**src/rtl/data_ram_arbiter.sv**
```systemverilog
// ============================================================================
// data_ram_arbiter
// ----------------------------------------------------------------------------
// Purpose:
//   Two-requester arbiter and sequencer in front of the single-port data RAM.
//   Master 0 (CPU load/store unit) and master 1 (debug/initialisation loader)
//   are granted round-robin. Each granted request gets exactly one RAM access
//   cycle, followed by a one-cycle done pulse to its owner. Read data is
//   captured from the RAM's combinational read port into a per-master
//   register and held until that master's next completion.
//
//   Sequence per request: IDLE (arbitrate + latch) -> ACCESS (drive RAM pins)
//   -> DONE (pulse owner's done) -> IDLE. Sustained rate is one access per
//   three cycles.
//
// Optional feature:
//   DATA_RAM_ARB_BOUNDS_CHK_EN - when defined, a request whose address has
//   any bit set above ADDR_W is not issued to the RAM; its owner's rdata is
//   loaded with 0 and err pulses together with done. When undefined the
//   address is simply truncated and err is tied low.
//
// Parameters:
//   ADDR_W    word-address width; RAM depth is 2**ADDR_W words
//
// Ports:
//   clk       system clock, all state changes on posedge
//   rst_n     synchronous active-low reset
//   m0_req    master 0 request, held with stable fields until m0_done
//   m0_we     master 0 direction, 1 = write, 0 = read
//   m0_addr   master 0 word address
//   m0_wdata  master 0 write data
//   m0_done   master 0 one-cycle completion pulse
//   m0_rdata  master 0 read data, valid with m0_done, held afterwards
//   m1_*      same set of signals for master 1
//   err       address-error pulse coincident with done
//   ram_we    RAM write enable
//   ram_re    RAM read enable
//   ram_a     RAM word address, zero-extended from ADDR_W bits
//   ram_wd    RAM write data
//   ram_rd    RAM combinational read data
// ============================================================================
module data_ram_arbiter #(
    parameter int ADDR_W = 10
) (
    input  logic        clk,
    input  logic        rst_n,

    input  logic        m0_req,
    input  logic        m0_we,
    input  logic [31:0] m0_addr,
    input  logic [31:0] m0_wdata,
    output logic        m0_done,
    output logic [31:0] m0_rdata,

    input  logic        m1_req,
    input  logic        m1_we,
    input  logic [31:0] m1_addr,
    input  logic [31:0] m1_wdata,
    output logic        m1_done,
    output logic [31:0] m1_rdata,

    output logic        err,

    output logic        ram_we,
    output logic        ram_re,
    output logic [31:0] ram_a,
    output logic [31:0] ram_wd,
    input  logic [31:0] ram_rd
);

    typedef enum logic [1:0] {
        IDLE   = 2'd0,
        ACCESS = 2'd1,
        DONE   = 2'd2
    } state_t;

    state_t            r_state;
    state_t            w_nextState;

    // Latched request, owner and round-robin pointer
    logic              r_lastOwner;
    logic              r_owner;
    logic              r_we;
    logic              r_flag;
    logic [ADDR_W-1:0] r_addr;
    logic [31:0]       r_wdata;

    // Per-master read data holding registers
    logic [31:0]       r_m0Rdata;
    logic [31:0]       r_m1Rdata;

    logic              w_anyReq;
    logic              w_winner;
    logic              w_grant;
    logic              w_selWe;
    logic              w_selFlag;
    logic [31:0]       w_selAddr;
    logic [31:0]       w_selWdata;
    logic              w_capture;
    logic [31:0]       w_capData;

    // ------------------------------------------------------------------------
    // Arbitration. Master 1 wins when it is the only requester, or when both
    // request and master 0 was the previous owner. last_owner comes out of
    // reset as 1, so master 0 takes the first tie.
    // ------------------------------------------------------------------------
    assign w_anyReq   = m0_req | m1_req;
    assign w_winner   = m1_req & (~m0_req | ~r_lastOwner);
    assign w_grant    = (r_state == IDLE) & w_anyReq;

    assign w_selWe    = w_winner ? m1_we    : m0_we;
    assign w_selAddr  = w_winner ? m1_addr  : m0_addr;
    assign w_selWdata = w_winner ? m1_wdata : m0_wdata;

    // ------------------------------------------------------------------------
    // Out-of-range detection on the winning address. Without the bounds
    // check the upper address bits are intentionally discarded.
    // ------------------------------------------------------------------------
`ifdef DATA_RAM_ARB_BOUNDS_CHK_EN
    assign w_selFlag = |w_selAddr[31:ADDR_W];
`else
    logic w_unusedAddrHigh;
    assign w_unusedAddrHigh = |w_selAddr[31:ADDR_W];
    assign w_selFlag        = 1'b0;
`endif

    // ------------------------------------------------------------------------
    // State register. Reset from any state drops the pending access.
    // ------------------------------------------------------------------------
    always_ff @(posedge clk) begin
        if (!rst_n) begin
            r_state <= IDLE;
        end else begin
            r_state <= w_nextState;
        end
    end

    // ------------------------------------------------------------------------
    // Next-state logic. Only IDLE looks at the requests; ACCESS and DONE
    // always last exactly one cycle each.
    // ------------------------------------------------------------------------
    always_comb begin
        w_nextState = r_state;
        case (r_state)
            IDLE: begin
                if (w_anyReq) begin
                    w_nextState = ACCESS;
                end
            end
            ACCESS: begin
                w_nextState = DONE;
            end
            DONE: begin
                w_nextState = IDLE;
            end
            default: begin
                w_nextState = IDLE;
            end
        endcase
    end

    // ------------------------------------------------------------------------
    // Output logic. RAM pins are idle (all zero) outside ACCESS. The enables
    // are qualified with rst_n so a reset arriving during ACCESS can never
    // let a write commit, and are suppressed for a flagged address.
    // ------------------------------------------------------------------------
    always_comb begin
        ram_we  = 1'b0;
        ram_re  = 1'b0;
        ram_a   = '0;
        ram_wd  = '0;
        m0_done = 1'b0;
        m1_done = 1'b0;
        case (r_state)
            ACCESS: begin
                ram_a  = {{(32-ADDR_W){1'b0}}, r_addr};
                ram_wd = r_wdata;
                ram_we = r_we  & ~r_flag & rst_n;
                ram_re = ~r_we & ~r_flag & rst_n;
            end
            DONE: begin
                m0_done = ~r_owner;
                m1_done = r_owner;
            end
            default: begin
            end
        endcase
    end

`ifdef DATA_RAM_ARB_BOUNDS_CHK_EN
    assign err = (r_state == DONE) & r_flag;
`else
    assign err = 1'b0;
`endif

    // ------------------------------------------------------------------------
    // Request latch. The winner's fields and owner id are captured on the
    // grant edge and held through ACCESS and DONE, so the masters' fields
    // only need to be stable up to the grant. The round-robin pointer
    // follows every grant.
    // ------------------------------------------------------------------------
    always_ff @(posedge clk) begin
        if (!rst_n) begin
            r_lastOwner <= 1'b1;
            r_owner     <= 1'b0;
            r_we        <= 1'b0;
            r_flag      <= 1'b0;
            r_addr      <= '0;
            r_wdata     <= '0;
        end else if (w_grant) begin
            r_lastOwner <= w_winner;
            r_owner     <= w_winner;
            r_we        <= w_selWe;
            r_flag      <= w_selFlag;
            r_addr      <= w_selAddr[ADDR_W-1:0];
            r_wdata     <= w_selWdata;
        end
    end

    // ------------------------------------------------------------------------
    // Read data capture. At the end of ACCESS a read loads the RAM's
    // combinational output into the owner's register; a flagged request
    // (read or write) loads 0 instead. Successful writes leave the owner's
    // previous read data untouched.
    // ------------------------------------------------------------------------
    assign w_capture = (r_state == ACCESS) & (~r_we | r_flag);
    assign w_capData = r_flag ? 32'd0 : ram_rd;

    always_ff @(posedge clk) begin
        if (!rst_n) begin
            r_m0Rdata <= '0;
            r_m1Rdata <= '0;
        end else if (w_capture) begin
            if (r_owner) begin
                r_m1Rdata <= w_capData;
            end else begin
                r_m0Rdata <= w_capData;
            end
        end
    end

    assign m0_rdata = r_m0Rdata;
    assign m1_rdata = r_m1Rdata;

endmodule
```
**config.mk**
```make
export PLATFORM = sky130hd
export DESIGN_NAME = data_ram_arbiter
export DESIGN_NICKNAME = d
export VERILOG_FILES = /design/src/rtl/data_ram_arbiter.sv
export SDC_FILE = /design/constraint.sdc
export NUM_CORES = 1
export LEC_CHECK = 0
export BUFFER_PORTS_ARGS = -buffer_cell sky130_fd_sc_hd__buf_4
export CAP_MARGIN = 10
export CORE_AREA = 2 2 117 119
export DETAILED_ROUTE_END_ITERATION = 7
export DIE_AREA = 0 0 119 121
export PLACE_DENSITY_LB_ADDON = 0.15
export SLEW_MARGIN = 25
export SYNTH_ARGS = -nofsm -noshare
export SYNTH_HDL_FRONTEND = slang
export SYNTH_SLANG_ARGS = --single-unit
```
**constraint.sdc**
```tcl
create_clock -name clk -period 4.3 [get_ports clk]
set_clock_uncertainty 0.2 [all_clocks]
set_input_delay 0.645 -clock clk [delete_from_list [all_inputs] [get_ports clk]]
set_output_delay 0.645 -clock clk [all_outputs]
set_load 0.05 [all_outputs]
```
Word-level counts from Yosys, hierarchy flattened
Index checks and enable logic that the tools add are counted.
- output and inout port bits: 133
- register bits: 111
- input port bits: 166
- word-level logic and storage cells: 36
- reduce and logical (&&, ||, !) cells: 3
- mux-type cells: 11
- bitwise gates (word level): 11
- equal/unequal tests: 3
- operators with widths (kind ; count):
    $mux W32 ; 2
    $mux W10 ; 2
    $and A1 B1 Y1 ; 5
    $mux W1 ; 5
    $not A1 Y1 ; 4
    $pmux W2 S2 ; 1
    $reduce_and A2 Y1 ; 2
    $eq A2 B1 Y1 const B ; 1
    $eq A2 B2 Y1 const B ; 1
    $logic_not A2 Y1 ; 1
    $mux W2 ; 1
    $ne A2 B2 Y1 const B ; 1
    $or A1 B1 Y1 ; 2

Logic depth before layout (Yosys ltp)
Gate-level depths: netlist of the first run.
- depth after elaboration: 4
- depth in mapped cells: 6
- depth with buffers taken out: 3

Worst setup path after synthesis of the first run
Ideal clock, no wire load.
- path kind: input to output
- start: input port rst_n
- end: output port ram_re
- stages on the path: 4
- setup slack: 1.535 ns
- data required time: 3.455 ns
- arrival: 1.920 ns
- buffers on the path: 2
- path through: buf_2 > clkbuf_1 > and2_1 > nor2b_1
- longest elaborated chain between the ends: 2
- ends and longest elaborated chain (element ; RTL line ; RTL):
    from (decl) ; 46 ; input logic rst_n,
    $and A1 B1 Y1 ; 179 ; ram_re = ~r_we & ~r_flag & rst_n;
    $mux W1 ; 174 ; case (r_state)
    to (decl) ; 65 ; output logic ram_re,
Every way passes these cells.

Worst setup path in the final report of the first run
- start: register r_state[0]
- end: output port ram_re
- longest elaborated chain between the ends: 2
- ends and longest elaborated chain (element ; RTL line ; RTL):
    from (decl) ; 77 ; state_t r_state;
    from (signal assigned) ; 134 ; r_state <= w_nextState;
    $eq A2 B1 Y1 ; 174 ;
    $mux W1 ; 174 ;
Every way passes these cells.

==> flow_metrics.tcl, run 1 <==
set metrics [dict create \
    ios 299 \
    cts-buffers-inserted 9 \
    vias_per_cell 4.94 \
    ys_ff_latch 111 \
    crit_family "simple AND/OR/NAND/NOR gates" \
    leakage_nw 3.11 \
    cts_tree "yes" \
    maxCapViolations 0 \
    tightest_slew_ps 924 \
    synth_cell_types 31 \
    gr-usage-all-layers_pct 19.5 \
    end_kind "output pin" \
    crit_path_start "r_state[0]$_SDFFE_PN0P_" \
    finalHoldViolations 0 \
    setup_viol 0 \
    cts_root_buffer "clkbuf_16" \
    drive_gt1_share_pct 37.3 \
    holdCritStartpoint "m0_rdata[21]$_SDFFE_PN0P_" \
    fillers 1253 \
    design_area_um2 7150 \
    mostFrequentLayoutCells "buf_4 (235), nand2_1 (150), dfxtp_1 (111)" \
    crit_chain "nor2b_2, buf_4, and2_1, nor2b_1, buf_4" \
    post-dp-hpwl_mm 9.99 \
    fin_crit_sh_pct 71.8 \
    drv_slew 0 \
    drc 0 \
    yosysTopAreaCell "dfxtp_1" \
    ys_seq_area_share_pct 42.7 \
    die_w_um 119 \
    multi_input_area_um2 2570 \
    clk_latency_ps 350 \
    postCtsSetupBuffers 0 \
    wire_per_inst_um 14.6 \
    dp_cells 974 \
    path_depth 5 \
    overflow 0 \
    ctsResizeCount 0 \
    powerDensity_nw_per_um2 382 \
    grt_pass1_vias 4430 \
    critPathRequiredTime_ps 3450 \
    r2r_start "r_state[0]$_SDFFE_PN0P_" \
    grt_pass1_wl_mm 22.6 \
    die_h_um 121 \
    ff_latch_area_um2 2220 \
    arrival_ps 2240 \
    start_util_pct 39.7 \
    outcome "finished clean" \
    yosys-top-cells-area "dfxtp_1 (43%), a311oi_2 (12%), nand2_1 (11%)" \
    n_antenna_cell 0 \
    rows 42 \
    drtPass1Iterations 4 \
    cp-start-kind "flip-flop" \
    grt_start_max_net_pins 129 \
    hold_depth 2 \
    first_iter_violations 344 \
    hold_class "flip-flop to flip-flop" \
    path_buf_inv 2 \
    dieArea_um2 14400 \
    cp_slowest_cell "nor2b_2" \
    final_common_cell "buf_4" \
    cts_buffer_depth 2 \
    fin_cells 990 \
    final_antenna_net_count 0 \
    nets 975 \
    ys.flop_type "dfxtp_1" \
    vdd_drop_max_mv 0.169 \
    syn_inst 623 \
    vias 4889 \
    rsz0062_at_grt "no" \
    synth_area_um2 5200 \
    crit_type "flip-flop to output pin" \
    gp_congestion 0.754 \
    h-tree-depth 3 \
    finalCriticalPeriod_ps 3090 \
    max_slew_margin_pct 38.4 \
    coreArea_um2 13100 \
    reg2reg_depth 4 \
    critPathMaxStageDelay_ps 540 \
    drt_wl_total_mm 14.5 \
    placed_area_um2 6820 \
    antenna_found_initial 0 \
    yosysTopAreaCellShare_pct 42.7 \
    clock_sinks 111 \
    tns_ps 0 \
    synth-async-reset-ratio_pct 0 \
    fmax_mhz 324 \
    avgSynthCellArea_um2 8.35 \
    io_buffer_count 231 \
    yosys_warnings 0 \
    critPathMaxFanout 28 \
    critPathMostFrequentCell "buf_4" \
    hold_buffers 0 \
    synthToLayoutAreaGrowth_pct 37.5 \
    cts.clk_slew.worst_paths_ps 70 \
    synth_edf_count 0 \
]
-- registers in the layout (all words and copies together) (netlist names) --
name,count
r_state,2
r_wdata,32
r_addr,10
r_owner,1
m1_rdata,32
r_lastOwner,1
m0_rdata,32
r_we,1
-- worst reg2reg max path, stage by stage (launching register included) --
cell and delay (ps):
dfxtp_1 470, or4b_2 600, buf_4 320, nand3_1 210, o21ai_0 90
-- layout make-up --
cell class / instances / share of cell area (%)
Timing Repair Buffer: 237 / 25.2
Clock buffer: 9 / 3.15
Sequential cell: 111 / 31.1
Tap cell: 176 / 3.08
Clock inverter: 7 / 1.43
Multi-Input combinational cell: 449 / 36.0
Inverter: 1 / 0.0875
-- where the power goes --
part / switching, mW / leakage, nW / total, mW / internal, mW
registers: 0.0390 / 0.909 / 1.14 / 1.10
clock network: 0.401 / 0.157 / 0.919 / 0.519
logic: 0.436 / 2.05 / 0.670 / 0.234
total: 0.876 / 3.11 / 2.73 / 1.85
-- worst paths after layout --
kind | end | slack, ps
min | m0_rdata[21]$_SDFFE_PN0P_ | 260
max | ram_re | 1210
min reg2reg | m0_rdata[21]$_SDFFE_PN0P_ | 260
max reg2reg | m0_rdata[3]$_SDFFE_PN0P_ | 2270
-- cell usage after synthesis, types with 2 or more instances --
cell type / count
nand2_1: 150
dfxtp_1: 111
nand3_1: 64
a21oi_1: 44
and2_1: 43
o21ai_0: 41
a311oi_2: 40
clkbuf_1: 32
buf_4: 24
o21ai_1: 22
buf_6: 12
buf_2: 10
buf_1: 6
a311oi_1: 3
and3_1: 3
nor2b_1: 2
o21ai_2: 2
-- kinds of logic after synthesis --
kind of cell    synth area share [%]
compound gates                  23.4
buf+inv                         9.84
flops                           42.7
other cells                   0.0721
simple gates                    24.0
-- metal layers --
| layer | global-route usage [%] | wire length (um) | vias to the layer above |
|---|---|---|---|
| met3 | 4.84 | 1060 | 23 |
| met2 | 31.0 | 6840 | 194 |
| met5 | 0 | 0 | - |
| met4 | 7.66 | 333 | 0 |
| li1 | - | - | 2470 |
| met1 | 25.5 | 6230 | 2202 |
-- through the flow --
step	utilization [%]	hold WS [ps]	setup slack (ps)	power (mW)
after floorplan	-	288	1540	1.65
after global placement	51.9	246	1590	1.82
after detailed placement	52.1	249	1540	1.84
after CTS	54.6	259	1160	2.76
after global routing	54.6	278	996	2.86
final	54.6	256	1210	2.73
(Power assumes the default switching activity.)
==> run 2: changes to the inputs <==
--- a/config.mk
+++ b/config.mk
@@ -5,11 +5,12 @@
 export SDC_FILE = /design/constraint.sdc
 export NUM_CORES = 1
 export LEC_CHECK = 0
+export ABC_AREA = 1
 export BUFFER_PORTS_ARGS = -buffer_cell sky130_fd_sc_hd__buf_4
 export CAP_MARGIN = 10
-export CORE_AREA = 2 2 117 119
+export CORE_MARGIN = 2
+export CORE_UTILIZATION = 46
 export DETAILED_ROUTE_END_ITERATION = 7
-export DIE_AREA = 0 0 119 121
 export PLACE_DENSITY_LB_ADDON = 0.15
 export SLEW_MARGIN = 25
 export SYNTH_ARGS = -nofsm -noshare
==> constraint.sdc (replaced) <==
create_clock -name clk -period 3 [get_ports clk]
set_clock_uncertainty 0.2 [all_clocks]
set_input_delay 0.45 -clock clk [delete_from_list [all_inputs] [get_ports clk]]
set_output_delay 0.45 -clock clk [all_outputs]
set_load 0.05 [all_outputs]
==> run 2 against run 1 <==
  * Critical path depth rose by 1
  * Synthesized cell count rose by 45%
  * Clock power rose by 33%
  * Die area fell by 5.7%
  * Register-to-register slack got worse by 1200 ps
  * Flip-flop and latch count did not move
  * Routed wire length rose by 6.8%
  * First-iteration DRC count rose by 14%
==> flow_metrics.tcl, run 2 <==
set metrics [dict create \
    outcome "finished clean" \
    critPathMaxStageDelay_ps 430 \
    ys_seq_area_share_pct 38.2 \
    tightest_slew_ps 735 \
    max_slew_margin_pct 51.0 \
    cp_slowest_cell "inv_2" \
    dr_wl_met2_mm 7.20 \
    gr-usage-all-layers_pct 22.3 \
    final_common_cell "nor2_1" \
    tns_ps 0 \
    io_buffer_count 231 \
    antenna_found_initial 0 \
    ios 299 \
    crit_path_start "r_state[0]$_SDFFE_PN0P_" \
    grt_pass1_vias 5129 \
    hold_buffers 0 \
    cts_tree "yes" \
    vias 5839 \
    yosysTopAreaCellShare_pct 38.2 \
    synthToLayoutAreaGrowth_pct 33.2 \
    arrival_ps 1780 \
    cts_root_buffer "clkbuf_16" \
    start_util_pct 46.7 \
    die_w_um 117 \
    avgSynthCellArea_um2 6.44 \
    setup_viol 0 \
    end_kind "output pin" \
    wl_met1_mm 6.84 \
    synth-async-reset-ratio_pct 0 \
    mostFrequentLayoutCells "nor2_1 (260), buf_4 (243), nand2_1 (196)" \
    yosysTopAreaCell "dfxtp_1" \
    fin_crit_sh_pct 81.0 \
    grt_pass1_wl_mm 24.4 \
    yosys-top-cells-area "dfxtp_1 (38%), nor2_1 (17%), nand2_1 (13%)" \
    wire_per_inst_um 12.2 \
    gp_congestion 0.819 \
    ctsResizeCount 0 \
    yosys_warnings 0 \
    postCtsSetupBuffers 0 \
    fillers 1223 \
    crit_chain "inv_2, nor2_4, inv_2, buf_4, nor2_1, buf_4" \
    cts.clk_slew.worst_paths_ps 70 \
    vdd_drop_max_mv 0.259 \
    crit_type "flip-flop to output pin" \
    drive_gt1_share_pct 24.8 \
    reg2reg_depth 6 \
    cp-endpoint "ram_wd[5]" \
    finalHoldViolations 0 \
    n_antenna_cell 0 \
    hold_class "input port to flip-flop" \
    maxCapViolations 0 \
    synth_edf_count 0 \
    synth_area_um2 5820 \
    ys_ff_latch 111 \
    h-tree-depth 3 \
    drt_wl_total_mm 15.5 \
    fmax_mhz 411 \
    nets 1257 \
    critPathRequiredTime_ps 2350 \
    overflow 0 \
    post-dp-hpwl_mm 10.8 \
    rsz0062_at_grt "no" \
    cts_buffer_depth 2 \
    clk_latency_ps 340 \
    clock_sinks 111 \
    synth.most_common_cell "nor2_1" \
    critPathMaxFanout 32 \
    leakage_nw 3.97 \
    cts-buffers-inserted 9 \
    netlist_top_cells_count "nor2_1 (261), nand2_1 (196), dfxtp_1 (111)" \
    drtPass1Iterations 4 \
    drv_slew 0 \
    reg2reg_slack_ps 1120 \
    final_util_pct 62.2 \
    r2r-end "m0_rdata[31]$_SDFFE_PN0P_" \
    syn_inst 905 \
    powerDensity_nw_per_um2 534 \
    first_iter_violations 392 \
    vias_per_cell 4.60 \
    top_layer "met4" \
    wl_met3_mm 1.12 \
    synth_cell_types 21 \
    coreArea_um2 12500 \
    dieArea_um2 13600 \
    grt_start_max_net_pins 84 \
    cp-start-kind "flip-flop" \
    drc 0 \
    r2r_start "r_we$_SDFFE_PN0P_" \
    die_h_um 117 \
    finalCriticalPeriod_ps 2430 \
    ys.flop_type "dfxtp_1" \
    rows 41 \
    final_antenna_net_count 0 \
]
-- run 2: cell types whose count changed after synthesis, moves of 22 or more --
cell and delta:
inv_1 +76, o21ai_1 -22, nand4_1 +64, a21boi_0 +31, nand2_1 +46, nor2_1 +260, a21oi_1 -43, a311oi_2 -40
and2_1 -43, o21ai_0 -41
-- run 2: power by group --
group	switching, mW	total (mW)	internal, mW	leakage (nW)
sequential	0.0483	1.65	1.60	0.912
combinational	0.856	1.27	0.414	2.91
clock	0.566	1.22	0.657	0.147
total	1.47	4.14	2.67	3.97
-- run 2: cell families after synthesis --
| logic type | share of synthesized area [%] |
|---|---|
| DFF | 38.2 |
| and+or+nand+nor | 41.1 |
| AOI/OAI and AO/OA | 5.91 |
| buffers and inverters | 14.7 |
| other | 0.0644 |
-- run 2: routing by layer --
metal  GRT usage, %  vias up
met5              0        -
met1           27.7     2520
met3           6.54       21
met2           37.2      165
met4           7.38        0
li1               -     3133
-- run 2: worst min-delay path by stage --
stage / start / to / slack (ps) / cells after the start
2_1_floorplan: r_lastOwner$_SDFFE_PN1P_ / r_lastOwner$_SDFFE_PN1P_ / 250 / 2
3_3_place_gp: r_lastOwner$_SDFFE_PN1P_ / r_lastOwner$_SDFFE_PN1P_ / 260 / 2
3_5_place_dp: r_lastOwner$_SDFFE_PN1P_ / r_lastOwner$_SDFFE_PN1P_ / 270 / 2
4_1_cts: rst_n / r_state[0]$_SDFFE_PN0P_ / 210 / 3
5_1_grt: rst_n / r_state[0]$_SDFFE_PN0P_ / 250 / 3
6_report: rst_n / r_state[0]$_SDFFE_PN0P_ / 210 / 3
-- run 2: stage by stage --
step                      hold slack (ps)  cell area (um2)  std cells  worst slack [ps]  power, mW
after floorplan                       248             5910        927               377       2.63
after global placement                260             7460       1252               930       2.95
after detailed placement              268             7460       1252               908       2.96
after CTS                             207             7760       1268               528       4.18
after global routing                  246             7760       1268               439       4.38
final                                 207             7760       1268               569       4.14
-- run 2: layout make-up --
type	count	area, um2	area share (%)
clock inverter	7	77.6	1.00
sequential	111	2220	28.6
clock buffer	9	225	2.90
timing repair buffer	246	1880	24.3
tap	172	215	2.77
inverter	80	300	3.87
multi-input combinational	643	2830	36.5
-- run 2: critical path: cells and delay by family (launching register included) --
family | cells | cell delay (ps)
DFF | 1 | 360
buffers and inverters | 4 | 970
and+or+nand+nor | 2 | 90
==> run 3: changes to the inputs <==
--- a/config.mk
+++ b/config.mk
@@ -5,12 +5,12 @@
 export SDC_FILE = /design/constraint.sdc
 export NUM_CORES = 1
 export LEC_CHECK = 0
-export ABC_AREA = 1
+export ABC_AREA = 0
 export BUFFER_PORTS_ARGS = -buffer_cell sky130_fd_sc_hd__buf_4
 export CAP_MARGIN = 10
-export CORE_MARGIN = 2
-export CORE_UTILIZATION = 46
+export CORE_AREA = 2 2 115 117
 export DETAILED_ROUTE_END_ITERATION = 7
+export DIE_AREA = 0 0 117 119
 export PLACE_DENSITY_LB_ADDON = 0.15
 export SLEW_MARGIN = 25
 export SYNTH_ARGS = -nofsm -noshare
==> constraint.sdc (replaced) <==
create_clock -name clk -period 2.24 [get_ports clk]
set_clock_uncertainty 0.2 [all_clocks]
set_input_delay 0.336 -clock clk [delete_from_list [all_inputs] [get_ports clk]]
set_output_delay 0.336 -clock clk [all_outputs]
set_load 0.05 [all_outputs]
==> run 3 against run 2 <==
  * Combinational power grew 4%
  * Via count down 15%
  * Register-to-register slack worse by 720 ps
  * Worst setup slack got worse by 480 ps
  * Core utilization down 5.9 points
  * Die area increased by 2.5%
  * Global-route usage down 2.6 points
  * Largest cell class unchanged
  * Critical path depth is 1 lower
  * Worst hold slack got worse by 190 ps
==> flow_metrics.tcl, run 3 (synthesis gave the netlist of run 1 again) <==
set metrics [dict create \
    vias 4974 \
    die_h_um 119 \
    cp-start-kind "flip-flop" \
    antenna_found_initial 0 \
    drt_wl_total_mm 14.3 \
    finalHoldViolations 0 \
    design_area_um2 7260 \
    cts_buffer_depth 2 \
    final_antenna_net_count 0 \
    drc 0 \
    mostFrequentLayoutCells "buf_4 (238), nand2_1 (150), dfxtp_1 (110)" \
    critPathRequiredTime_ps 1700 \
    vdd_drop_max_mv 0.318 \
    finalCriticalPeriod_ps 2150 \
    outcome "finished clean" \
    grt_start_max_net_pins 130 \
    gr-usage-all-layers_pct 19.7 \
    first_iter_violations 341 \
    placed_area_um2 6900 \
    tightest_slew_ps 715 \
    cts-buffers-inserted 9 \
    grt_pass1_vias 4605 \
    io_buffer_count 231 \
    pre_cts_slack_ps 302 \
    tns_ps 0 \
    multi_input_area_um2 2570 \
    maxCapViolations 0 \
    rows 42 \
    leakage_nw 3.17 \
    ff_latch_area_um2 2230 \
    power_mw 5.21 \
    overflow 0 \
    cts_tree "yes" \
    rsz0062_at_grt "no" \
    powerDensity_nw_per_um2 718 \
    max_slew_margin_pct 52.4 \
    arrival_ps 1620 \
    end_kind "output pin" \
    setup_viol 0 \
    coreArea_um2 12900 \
    h-tree-depth 3 \
    nets 983 \
    ios 299 \
    drv_slew 0 \
    clock_sinks 111 \
    wire_per_inst_um 14.3 \
    crit_type "flip-flop to output pin" \
    clk_latency_ps 340 \
    hold_class "input port to flip-flop" \
    fmax_mhz 464 \
    final_util_pct 56.4 \
    dieArea_um2 13900 \
    fillers 1193 \
    die_w_um 117 \
    fin_crit_sh_pct 96.1 \
    synthToLayoutAreaGrowth_pct 39.5 \
    critPathMaxFanout 18 \
    grt_pass1_wl_mm 22.1 \
    start_util_pct 40.4 \
    post-dp-hpwl_mm 9.76 \
    gp_congestion 0.781 \
    drtPass1Iterations 5 \
    drive_gt1_share_pct 37.9 \
    hold_buffers 0 \
    final_common_cell "buf_4" \
    cts_root_buffer "clkbuf_16" \
    cts.clk_slew.worst_paths_ps 70 \
    n_antenna_cell 0 \
    setup_ws_ps 86.5 \
    vias_per_cell 4.99 \
]
[run 3: changes by cell type in the layout (fill, tap and decap cells not counted), sizes merged, moves of 18 or more]
cell,change
inv,-82
a311oi,+43
nor2,-263
a21boi,-41
a21oi,+43
nand2,-47
o21ai,+64
nand4,-64
and2,+44
nand3,+18
[run 3: final cells by class]
class | count | share of cell area (%)
timing repair buffer | 245 | 26.5
clock inverter | 4 | 0.965
sequential | 111 | 30.7
inverter | 1 | 0.0517
clock buffer | 11 | 3.34
tap | 176 | 3.03
multi-input combinational | 449 | 35.4
[run 3: critical path, stage by stage (launching register included)]
cell       delay (ps)
dfxtp_1           500
nor2b_4            80
buf_4             150
clkbuf_16         170
and2_1            170
buf_4             190
[run 3: final timing paths]
path | from | to | slack [ps] | cells past startpoint
setup / recovery | r_state[1]$_SDFFE_PN0P_ | ram_wd[9] | 90 | 5
hold / removal | ram_rd[7] | m1_rdata[7]$_SDFFE_PN0P_ | 10 | 3
setup reg to reg | r_state[1]$_SDFFE_PN0P_ | m0_rdata[9]$_SDFFE_PN0P_ | 400 | 4
hold reg to reg | m0_rdata[19]$_SDFFE_PN0P_ | m0_rdata[19]$_SDFFE_PN0P_ | 260 | 2
[run 3: report_power, final]
part / total [mW] / internal [mW] / switching, mW
Combinational: 1.32 / 0.478 / 0.844
Sequential: 2.19 / 2.12 / 0.0759
Clock: 1.69 / 1.00 / 0.692
[run 3: repair_timing]
action | 4_1_cts | 5_1_grt
setup endpoints to repair | 9 | 9
endpoints found under the hold margin | 0 | 0
gates cloned | 0 | 1
pin swaps | 0 | 0
resized for setup | 1 | 3
buffers inserted | 0 | 1
[run 3: layer usage]
layer  wire length [um]  global-route usage, %
met5                  0                      0
met2               6750                   31.9
met3               1070                   4.63
met1               6160                   25.2
met4                301                   7.87
[run 3: per-stage QoR]
stage,std cells,hold WS [ps]
CTS,995,2.66
global placement,980,246
finish,997,13.7
global route,997,12.6
detailed placement,980,251
floorplan,645,266
